$ cat src/rtl/instr_encoder_if.sv
// Record stream and instruction-memory write port of the program loader.
// The encoder connects as slave; the host/memory side connects as master.
interface instr_encoder_if #(
    parameter int unsigned T = 10
) ();
    logic         in_valid;
    logic         in_ready;
    logic [4:0]   in_mnem;
    logic [7:0]   in_operand;
    logic         in_last;
    logic         wr_en;
    logic [T-1:0] wr_addr;
    logic [8:0]   wr_data;
    logic         mem_ready;

    modport master (
        output in_valid, in_mnem, in_operand, in_last, mem_ready,
        input  in_ready, wr_en, wr_addr, wr_data
    );

    modport slave (
        input  in_valid, in_mnem, in_operand, in_last, mem_ready,
        output in_ready, wr_en, wr_addr, wr_data
    );
endinterface

$ cat src/rtl/instr_encoder.sv
// Program loader: range-checks symbolic records, packs them into 9-bit words and
// streams them through a small FIFO into instruction memory from base_addr upward.
module instr_encoder #(
    parameter int unsigned T     = 10,
    parameter int unsigned DEPTH = 4
) (
    input  logic           Clk,
    input  logic           Reset,
    input  logic           start,
    input  logic [T-1:0]   base_addr,
    instr_encoder_if.slave bus,
    output logic           busy,
    output logic           done,
    output logic           err,
    output logic [1:0]     err_code
);
    localparam int unsigned PW = $clog2(DEPTH);
    localparam int unsigned CW = PW + 1;

    typedef enum logic [2:0] {StIdle, StLoad, StDrain, StDone, StError} state_e;

    state_e        state_q;
    logic [8:0]    mem_q [DEPTH];
    logic [PW-1:0] rd_ptr_q, wr_ptr_q;
    logic [CW-1:0] count_q;
    logic [T:0]    acc_addr_q;  // one extra bit so address 2^T is detectable
    logic [T-1:0]  wr_addr_q;
    logic          done_q, err_q;
    logic [1:0]    err_code_q;

    logic       accept, wr_hs;
    logic [8:0] enc_word;
    logic [2:0] enc_cls;
    logic [1:0] enc_code, rec_err;
    logic [7:0] o;

    assign o = bus.in_operand;

    // enc_cls: 0 any, 1 o<=15, 2 o in 8..15, 3 o<=7, 4 operand ignored, 5 bad mnemonic
    always_comb begin
        enc_word = '0;
        enc_cls  = 3'd5;
        case (bus.in_mnem)
            5'd0:  begin enc_word = {1'b1, o};                enc_cls = 3'd0; end
            5'd1:  begin enc_word = {5'b00000, o[3:0]};       enc_cls = 3'd1; end
            5'd2:  begin enc_word = {5'b00001, o[3:0]};       enc_cls = 3'd1; end
            5'd7:  begin enc_word = {5'b00100, o[3:0]};       enc_cls = 3'd1; end
            5'd8:  begin enc_word = {5'b00101, o[3:0]};       enc_cls = 3'd1; end
            5'd9:  begin enc_word = {5'b00110, o[3:0]};       enc_cls = 3'd1; end
            5'd10: begin enc_word = {5'b00111, o[3:0]};       enc_cls = 3'd1; end
            5'd13: begin enc_word = {5'b01001, o[3:0]};       enc_cls = 3'd1; end
            5'd14: begin enc_word = {5'b01010, o[3:0]};       enc_cls = 3'd1; end
            5'd3:  begin enc_word = {6'b000100, o[2:0]};      enc_cls = 3'd2; end
            5'd4:  begin enc_word = {6'b000101, o[2:0]};      enc_cls = 3'd2; end
            5'd5:  begin enc_word = {6'b000110, o[2:0]};      enc_cls = 3'd2; end
            5'd6:  begin enc_word = {6'b000111, o[2:0]};      enc_cls = 3'd3; end
            5'd11: begin enc_word = {6'b010000, o[2:0]};      enc_cls = 3'd3; end
            5'd12: begin enc_word = {6'b010001, o[2:0]};      enc_cls = 3'd3; end
            5'd16: begin enc_word = {6'b011100, o[2:0]};      enc_cls = 3'd3; end
            5'd17: begin enc_word = {6'b011101, o[2:0]};      enc_cls = 3'd3; end
            5'd18: begin enc_word = {6'b011110, o[2:0]};      enc_cls = 3'd3; end
            5'd19: begin enc_word = {6'b011111, o[2:0]};      enc_cls = 3'd3; end
            5'd15: begin enc_word = 9'b0_1011_0000;           enc_cls = 3'd4; end
            default: ;
        endcase
    end

    always_comb begin
        enc_code = 2'b00;
        case (enc_cls)
            3'd1: if (o[7:4] != 4'd0) enc_code = 2'b10;
            3'd2: if (o[7:3] != 5'b00001) enc_code = 2'b10;
            3'd3: if (o[7:3] != 5'd0) enc_code = 2'b10;
            3'd5: enc_code = 2'b01;
            default: ;
        endcase
    end

    assign rec_err = acc_addr_q[T] ? 2'b11 : enc_code;

    assign busy         = (state_q == StLoad) || (state_q == StDrain);
    assign bus.in_ready = (state_q == StLoad) && (count_q < CW'(DEPTH));
    assign bus.wr_en    = busy && (count_q != '0);
    assign bus.wr_addr  = wr_addr_q;
    assign bus.wr_data  = bus.wr_en ? mem_q[rd_ptr_q] : 9'd0;
    assign done         = done_q;
    assign err          = err_q;
    assign err_code     = err_code_q;

    assign accept = bus.in_valid && bus.in_ready;
    assign wr_hs  = bus.wr_en && bus.mem_ready;

    always_ff @(posedge Clk) begin
        if (Reset) begin
            state_q    <= StIdle;
            rd_ptr_q   <= '0;
            wr_ptr_q   <= '0;
            count_q    <= '0;
            acc_addr_q <= '0;
            wr_addr_q  <= '0;
            done_q     <= 1'b0;
            err_q      <= 1'b0;
            err_code_q <= 2'b00;
            for (int i = 0; i < int'(DEPTH); i++) mem_q[i] <= '0;
        end else begin
            done_q <= 1'b0;
            case (state_q)
                StIdle, StDone, StError: begin
                    if (start) begin
                        state_q    <= StLoad;
                        err_q      <= 1'b0;
                        err_code_q <= 2'b00;
                        rd_ptr_q   <= '0;
                        wr_ptr_q   <= '0;
                        count_q    <= '0;
                        acc_addr_q <= {1'b0, base_addr};
                        wr_addr_q  <= base_addr;
                    end
                end
                StLoad, StDrain: begin
                    if (accept && rec_err != 2'b00) begin
                        // Erroring record is dropped and anything still buffered is discarded
                        state_q    <= StError;
                        err_q      <= 1'b1;
                        err_code_q <= rec_err;
                        rd_ptr_q   <= '0;
                        wr_ptr_q   <= '0;
                        count_q    <= '0;
                    end else begin
                        if (accept) begin
                            mem_q[wr_ptr_q] <= enc_word;
                            wr_ptr_q        <= wr_ptr_q + PW'(1);
                            acc_addr_q      <= acc_addr_q + (T+1)'(1);
                        end
                        if (wr_hs) begin
                            rd_ptr_q  <= rd_ptr_q + PW'(1);
                            wr_addr_q <= wr_addr_q + T'(1);
                        end
                        count_q <= count_q + CW'(accept) - CW'(wr_hs);
                        if (accept && bus.in_last) state_q <= StDrain;
                        if (state_q == StDrain && wr_hs && count_q == CW'(1)) begin
                            state_q <= StDone;
                            done_q  <= 1'b1;
                        end
                    end
                end
                default: state_q <= StIdle;
            endcase
        end
    end
endmodule

$ cat src/flat_wrapper.sv
// flat-port wrapper written by rule: the top's interface ports become plain ports
module instr_encoder_flat 
#(
    parameter int unsigned T     = 10,
    parameter int unsigned DEPTH = 4
)
  (Clk, Reset, start, base_addr, busy, done, err, err_code, bus_in_valid, bus_in_mnem, bus_in_operand, bus_in_last, bus_mem_ready, bus_in_ready, bus_wr_en, bus_wr_addr, bus_wr_data);
  instr_encoder_if #(.T(T)) bus_i ();
  input  logic Clk;
  input  logic Reset;
  input  logic start;
  input  logic [T-1:0] base_addr;
  output logic busy;
  output logic done;
  output logic err;
  output logic [1:0] err_code;
  input wire logic [$bits(bus_i.in_valid)-1:0] bus_in_valid;
  input wire logic [$bits(bus_i.in_mnem)-1:0] bus_in_mnem;
  input wire logic [$bits(bus_i.in_operand)-1:0] bus_in_operand;
  input wire logic [$bits(bus_i.in_last)-1:0] bus_in_last;
  input wire logic [$bits(bus_i.mem_ready)-1:0] bus_mem_ready;
  output wire logic [$bits(bus_i.in_ready)-1:0] bus_in_ready;
  output wire logic [$bits(bus_i.wr_en)-1:0] bus_wr_en;
  output wire logic [$bits(bus_i.wr_addr)-1:0] bus_wr_addr;
  output wire logic [$bits(bus_i.wr_data)-1:0] bus_wr_data;
  assign bus_i.in_valid = bus_in_valid;
  assign bus_i.in_mnem = bus_in_mnem;
  assign bus_i.in_operand = bus_in_operand;
  assign bus_i.in_last = bus_in_last;
  assign bus_i.mem_ready = bus_mem_ready;
  assign bus_in_ready = bus_i.in_ready;
  assign bus_wr_en = bus_i.wr_en;
  assign bus_wr_addr = bus_i.wr_addr;
  assign bus_wr_data = bus_i.wr_data;
  instr_encoder #(.T(T), .DEPTH(DEPTH)) u_core (.Clk(Clk), .Reset(Reset), .start(start), .base_addr(base_addr), .bus(bus_i), .busy(busy), .done(done), .err(err), .err_code(err_code));
endmodule
$ cat config.mk
export PLATFORM = sky130hd
export DESIGN_NAME = instr_encoder_flat
export DESIGN_NICKNAME = d
export VERILOG_FILES = /design/src/rtl/instr_encoder_if.sv /design/src/rtl/instr_encoder.sv /design/src/flat_wrapper.sv
export SDC_FILE = /design/constraint.sdc
export NUM_CORES = 1
export LEC_CHECK = 0
export CAP_MARGIN = 10
export CORE_MARGIN = 10
export CORE_UTILIZATION = 45
export CTS_CLUSTER_DIAMETER = 100
export CTS_CLUSTER_SIZE = 16
export DETAILED_ROUTE_END_ITERATION = 8
export GPL_ROUTABILITY_DRIVEN = 0
export GPL_TIMING_DRIVEN = 0
export PLACE_DENSITY = 0.66
export SLEW_MARGIN = 20
export SYNTH_ARGS = -nofsm -noshare
export SYNTH_HDL_FRONTEND = slang
export SYNTH_SLANG_ARGS = --single-unit
$ cat constraint.sdc
create_clock -name Clk -period 5.81 [get_ports Clk]
set_clock_uncertainty 0.2 [all_clocks]
set_input_delay 0.581 -clock Clk [delete_from_list [all_inputs] [get_ports Clk]]
set_output_delay 0.581 -clock Clk [all_outputs]
set_load 0.01 [all_outputs]
---- Word level (Yosys, flattened, before mapping) ----
Memory sizes are Yosys's and may differ from the RTL's. A register that Yosys moved wholly into a read port is not among the register bits.
Index checks and enable logic that the tools add are counted.
word-level totals
  output and inout bits ................... 26
  memories kept ........................... 1
  register bits after elaboration ......... 35
  bits in writable memories ............... 36
  word-level logic and storage cells ...... 134
  input port bits ......................... 29
cells by class
  add/sub/neg operators ................... 6
  bitwise operators ....................... 1
  mux-type cells .......................... 49
  $lt $le $gt $ge ......................... 1
  eq/ne operators ......................... 37
  reductions and logical operators ........ 30
memory list
  name          depth  width  read ports  clocked after Yosys merged registers in  wr ports  RTL line             RTL
  u_core.mem_q  4      9      1           1                                        4         instr_encoder.sv:23  logic [8:0] mem_q [DEPTH];
operators with widths
  operator                                                         number
  9-bit case mux with 20 select lines                              1
  5-bit by 4-bit == test with 1-bit output, second input constant  8
  11-bit 2-to-1 mux                                                3
  10-bit 2-to-1 mux                                                3
  2-bit 2-to-1 mux                                                 13
  11-bit case mux with 2 select lines                              1
  5-bit by 3-bit == test with 1-bit output, second input constant  4
  5-bit == test, second input constant                             4
  10-bit case mux with 2 select lines                              1
  3-bit 2-to-1 mux                                                 6
  9-bit 2-to-1 mux                                                 2
  3-bit case mux with 5 select lines                               1
  3-bit by 2-bit == test with 1-bit output, second input constant  4
  2-bit case mux with 2 select lines                               3
  3-bit case mux with 2 select lines                               2
  11-bit by 1-bit adder with 11-bit output, second input constant  1
  1-bit 2-to-1 mux                                                 11
  10-bit by 1-bit adder with 10-bit output, second input constant  1
  5-bit by 2-bit == test with 1-bit output, second input constant  2
  3-bit by 1-bit == test with 1-bit output, second input constant  3
  3-bit AND reduction                                              3
  3-bit OR reduction                                               3
  9-bit OR reduction                                               1
  1-bit logical AND                                                8
  26 further kinds                                                 35

---- Depth between registers and ports, before layout ----
  depth in word-level cells ............... 14
  mapped depth ............................ 12
  gate-level depth less buffers ........... 11

---- Least setup slack after synthesis ----
No wires, ideal clock.
  kind .................................... input port to flip-flop
  from .................................... in bus_in_operand[7]
  to ...................................... mem u_core.mem_q[0][0], enable pin
  setup time .............................. 0.387 ns
  setup slack ............................. 2.512 ns
  stages on the path ...................... 6
  data arrival time ....................... 2.711 ns
  required time ........................... 5.223 ns
  buffers on the path ..................... 1
  cells stage by stage .................... or4_4 -> nor4b_2 -> nor3b_4 -> o21ai_2 -> clkbuf_1 -> o21ai_0
RTL lines
  element      RTL line             RTL
  from (decl)  flat_wrapper.sv:19   input wire logic [$bits(bus_i.in_operand)-1:0] bus_in_operand;
  to (decl)    instr_encoder.sv:23

==> metrics.md <==
| Metric | Value |
|---|---|
| DP HPWL | `8.82 mm` |
| CTS tree | `done` |
| Layout area overhead | `21.6%` |
| Largest family of logic cells by synthesized area | `simple AND/OR/NAND/NOR gates` |
| Worst Path Max Fanout | `10` |
| Ports | `55` |
| Area fraction of the dominant cell type after synthesis | `0.257` |
| Tightest Hold Check Type | `reg -> reg` |
| WL/cell | `18.8 um` |
| Sum Neg Setup Slack | `0 ps` |
| Final instance area | `5110 um^2` |
| Ant. Diodes | `0` |
| CTS max path bufs | `2` |
| Post-CTS Setup Inserts | `0` |
| Least-Margin Pin Slew | `983 ps` |
| Part of the power in registers | `0.468` |
| Largest net degree at the start of global routing | `14` |
| Sw Pwr | `340 uW` |
| Req. time, crit path | `5580 ps` |
| Clk network pwr share | `0.369` |
| Setup-failing EPs final | `0` |
| Post-synthesis mux area share | `0.0627` |
| Internal power | `904 uW` |
| Dominant cell type by area after synthesis | `edfxtp_1` |
| Post-synthesis adder-cell area fraction | `0.0167` |
| Overall die width | `between 100 and 150 um` |
| Global route overflow | `0` |
| Max Cap Viol | `0` |
| Top post-synthesis cells by area | `edfxtp_1 26%, dfxtp_1 18%, mux4_2 4.8%` |
| CTS root buffer | `clkbuf_8` |
| Cell Pwr Density | `243 nW/um^2` |
| Outcome | `finished clean` |
| Critical Path Start Type | `primary input` |
| Die Ht | `117 um` |
| Post-CTS sizing | `0` |
| Number of port buffers | `54` |
| CTS Buf Count | `9` |
| Worst-Skew Late Latency | `around 350 ps` |
| Ys flop type | `dfxtp_1` |
| DIE AREA | `13,600 um^2` |
| Initial Util | `0.460` |
| Routed vias/inst | `5.98` |
| Post-synthesis cell count | `451` |
| Fmax | `265 MHz` |
| Crit end category | `flip-flop` |
| Vias in the first global route | `3,750` |
| Flops & latches, synth | `73` |
| Pleak | `roughly 1.8 nW` |
| Placed cell area | `4890 um^2` |
| Drc violations | `0` |
| Synth Warn # | `0` |
| Worst slew margin | `0.336` |
| Sw frac | `0.274` |
| Core ar. | `9150 um^2` |
| CTS clk-pin slew, worst paths | `roughly 80 ps` |
| Clock sink count | `73` |
| Final wirelength | `11.9 mm` |
| Xor and xnor fraction of the mapped netlist area | `0.0104` |
| Comb pwr share | `0.163` |
| Synth Area in Compound Gates | `0.189` |
| Worst IR Drop VDD | `0.000172 V` |
| Worst EP arrival | `3550 ps` |
| Filler cells | `843` |
| First-pass GRT wire length | `18.8 mm` |
| Post-route antenna net violation count | `0` |
| Post-synth EDFFs | `36` |
| Worst hold slack | `303 ps` |
| Initial antenna violation count | `0` |
| # hold bufs at CTS | `0` |
| Post-layout nets | `550` |
| Share of cells above drive strength 1 | `0.0864` |
| Area of the multi-input gates | `between 2000 and 2500 um^2` |
| GR Util All Layers | `0.177` |
| Synth unique cells | `73` |
| Total Power | `between 1 and 1.5 mW` |
| Pre-antenna DRT Iters | `5` |
| Final hold violation count | `0` |
| Min Tclk post-route | `3780 ps` |
| Synth Area in Simple Gates | `0.242` |
| Cell Rows | `35` |
| Mapped Area | `4210 um^2` |
| Post-synthesis sequential area ratio | `0.433` |
| Register area | `1820 um^2` |
| Tcrit/Tclk final | `0.651` |
| Post-Syn Nets | `485` |
| Most instantiated cells after synthesis | `52 x nor2_1, 40 x nand2_1, 37 x dfxtp_1` |
| Htree depth | `3` |
| Syn avg cell area | `9.33 um^2` |
| Async SR Flop Fraction | `0` |
| Max Slew Vio Count | `0` |
| Vias | `about 3,800` |
| Count leader, synth | `nor2_1` |
| RSZ-0062 raised after global routing | `false` |
| Crit Path Class | `in -> reg` |
| Initial DRC count | `331` |
## cell type report
class                      count  area share
multi-input combinational    330       0.429
sequential                    73       0.356
timing repair buffer          54       0.106
tap                          111      0.0272
clock buffer                  10      0.0269
buffer                        30      0.0242
clock inverter                 6      0.0176
inverter                      18      0.0132
## per-layer routing
| layer | part of all wire | track usage | up-vias |
|---|---|---|---|
| li1 | - | - | 1817 |
| met1 | 0.44 | 0.222 | 1819 |
| met2 | 0.49 | 0.295 | 126 |
| met3 | 0.052 | 0.0360 | 18 |
| met4 | 0.017 | 0.0601 | 0 |
| met5 | 0 | 0 | - |
## layout by cell type, fill, tap and decap left out, types with 5 or more instances in the layout
cell type	count
clkdlybuf4s50_1	54
nand2_1	40
o21ai_1	13
mux4_2	9
nand3_1	16
dfxtp_1	37
o31ai_1	5
clkbuf_8	10
a21oi_1	28
mux2i_1	5
nor3_1	13
nand4b_1	7
nor2_1	52
and2_1	11
o21ai_0	12
edfxtp_1	36
nand2b_1	8
clkbuf_1	22
o31a_1	6
inv_1	16
nand4_1	7
## power groups by stage
stage / clock (mW) / combinational, mW / sequential [mW]
detailed placement: 0 / 0.201 / 0.593
finish: 0.459 / 0.203 / 0.582
global route: 0.480 / 0.224 / 0.585
global placement: 0 / 0.198 / 0.591
CTS: 0.463 / 0.203 / 0.581
floorplan: 0 / 0.119 / 0.591
## critical path, cell delays in order
cell	delay, ps
clkdlybuf4s50_1	430
buf_2	190
o21ai_0	410
nor4b_2	320
nor3b_4	400
o21ai_2	170
clkbuf_1	260
o21ai_1	790
## cell families after synthesis
kind of cell | Yosys count
AO/OA/AOI/OAI | 115
multiplexers | 15
buffers and inverters | 48
AND/OR/NAND/NOR | 190
adder cells (fa/ha/maj) | 5
XOR/XNOR | 5
flip-flops | 73
## flip-flops by register name, summed over array words and instances (netlist names), named ones only
name                flops
u_core.err_code         2
u_core.mem_q           36
u_core.bus.wr_addr     10
u_core.state_q          3
u_core.acc_addr_q      11
u_core.rd_ptr_q         2
u_core.done             1
u_core.wr_ptr_q         2
u_core.count_q          3
u_core.err              1
## per-stage QoR
stage / std cells / worst slack (ps) / util
2_1_floorplan: 451 / 2510 / -
3_3_place_gp: 616 / 1360 / 0.534
3_5_place_dp: 616 / 1660 / 0.534
4_1_cts: 632 / 1990 / 0.559
5_1_grt: 632 / 1770 / 0.559
6_report: 632 / 2030 / 0.559
## path summary, 6_finish.rpt
| kind | cells after the start | end | slack (ps) | from |
|---|---|---|---|---|
| worst max-delay path | 8 | u_core.mem_q[0][4] | 2030 | bus_in_mnem[3] |
| worst min-delay path | 2 | u_core.acc_addr_q[0] | 300 | u_core.acc_addr_q[0] |
| worst max register to register | 12 | u_core.count_q[2] | 2420 | u_core.state_q[0] |
| worst min register to register | 2 | u_core.acc_addr_q[0] | 300 | u_core.acc_addr_q[0] |
Note: power is estimated with default switching activity, not from simulation.
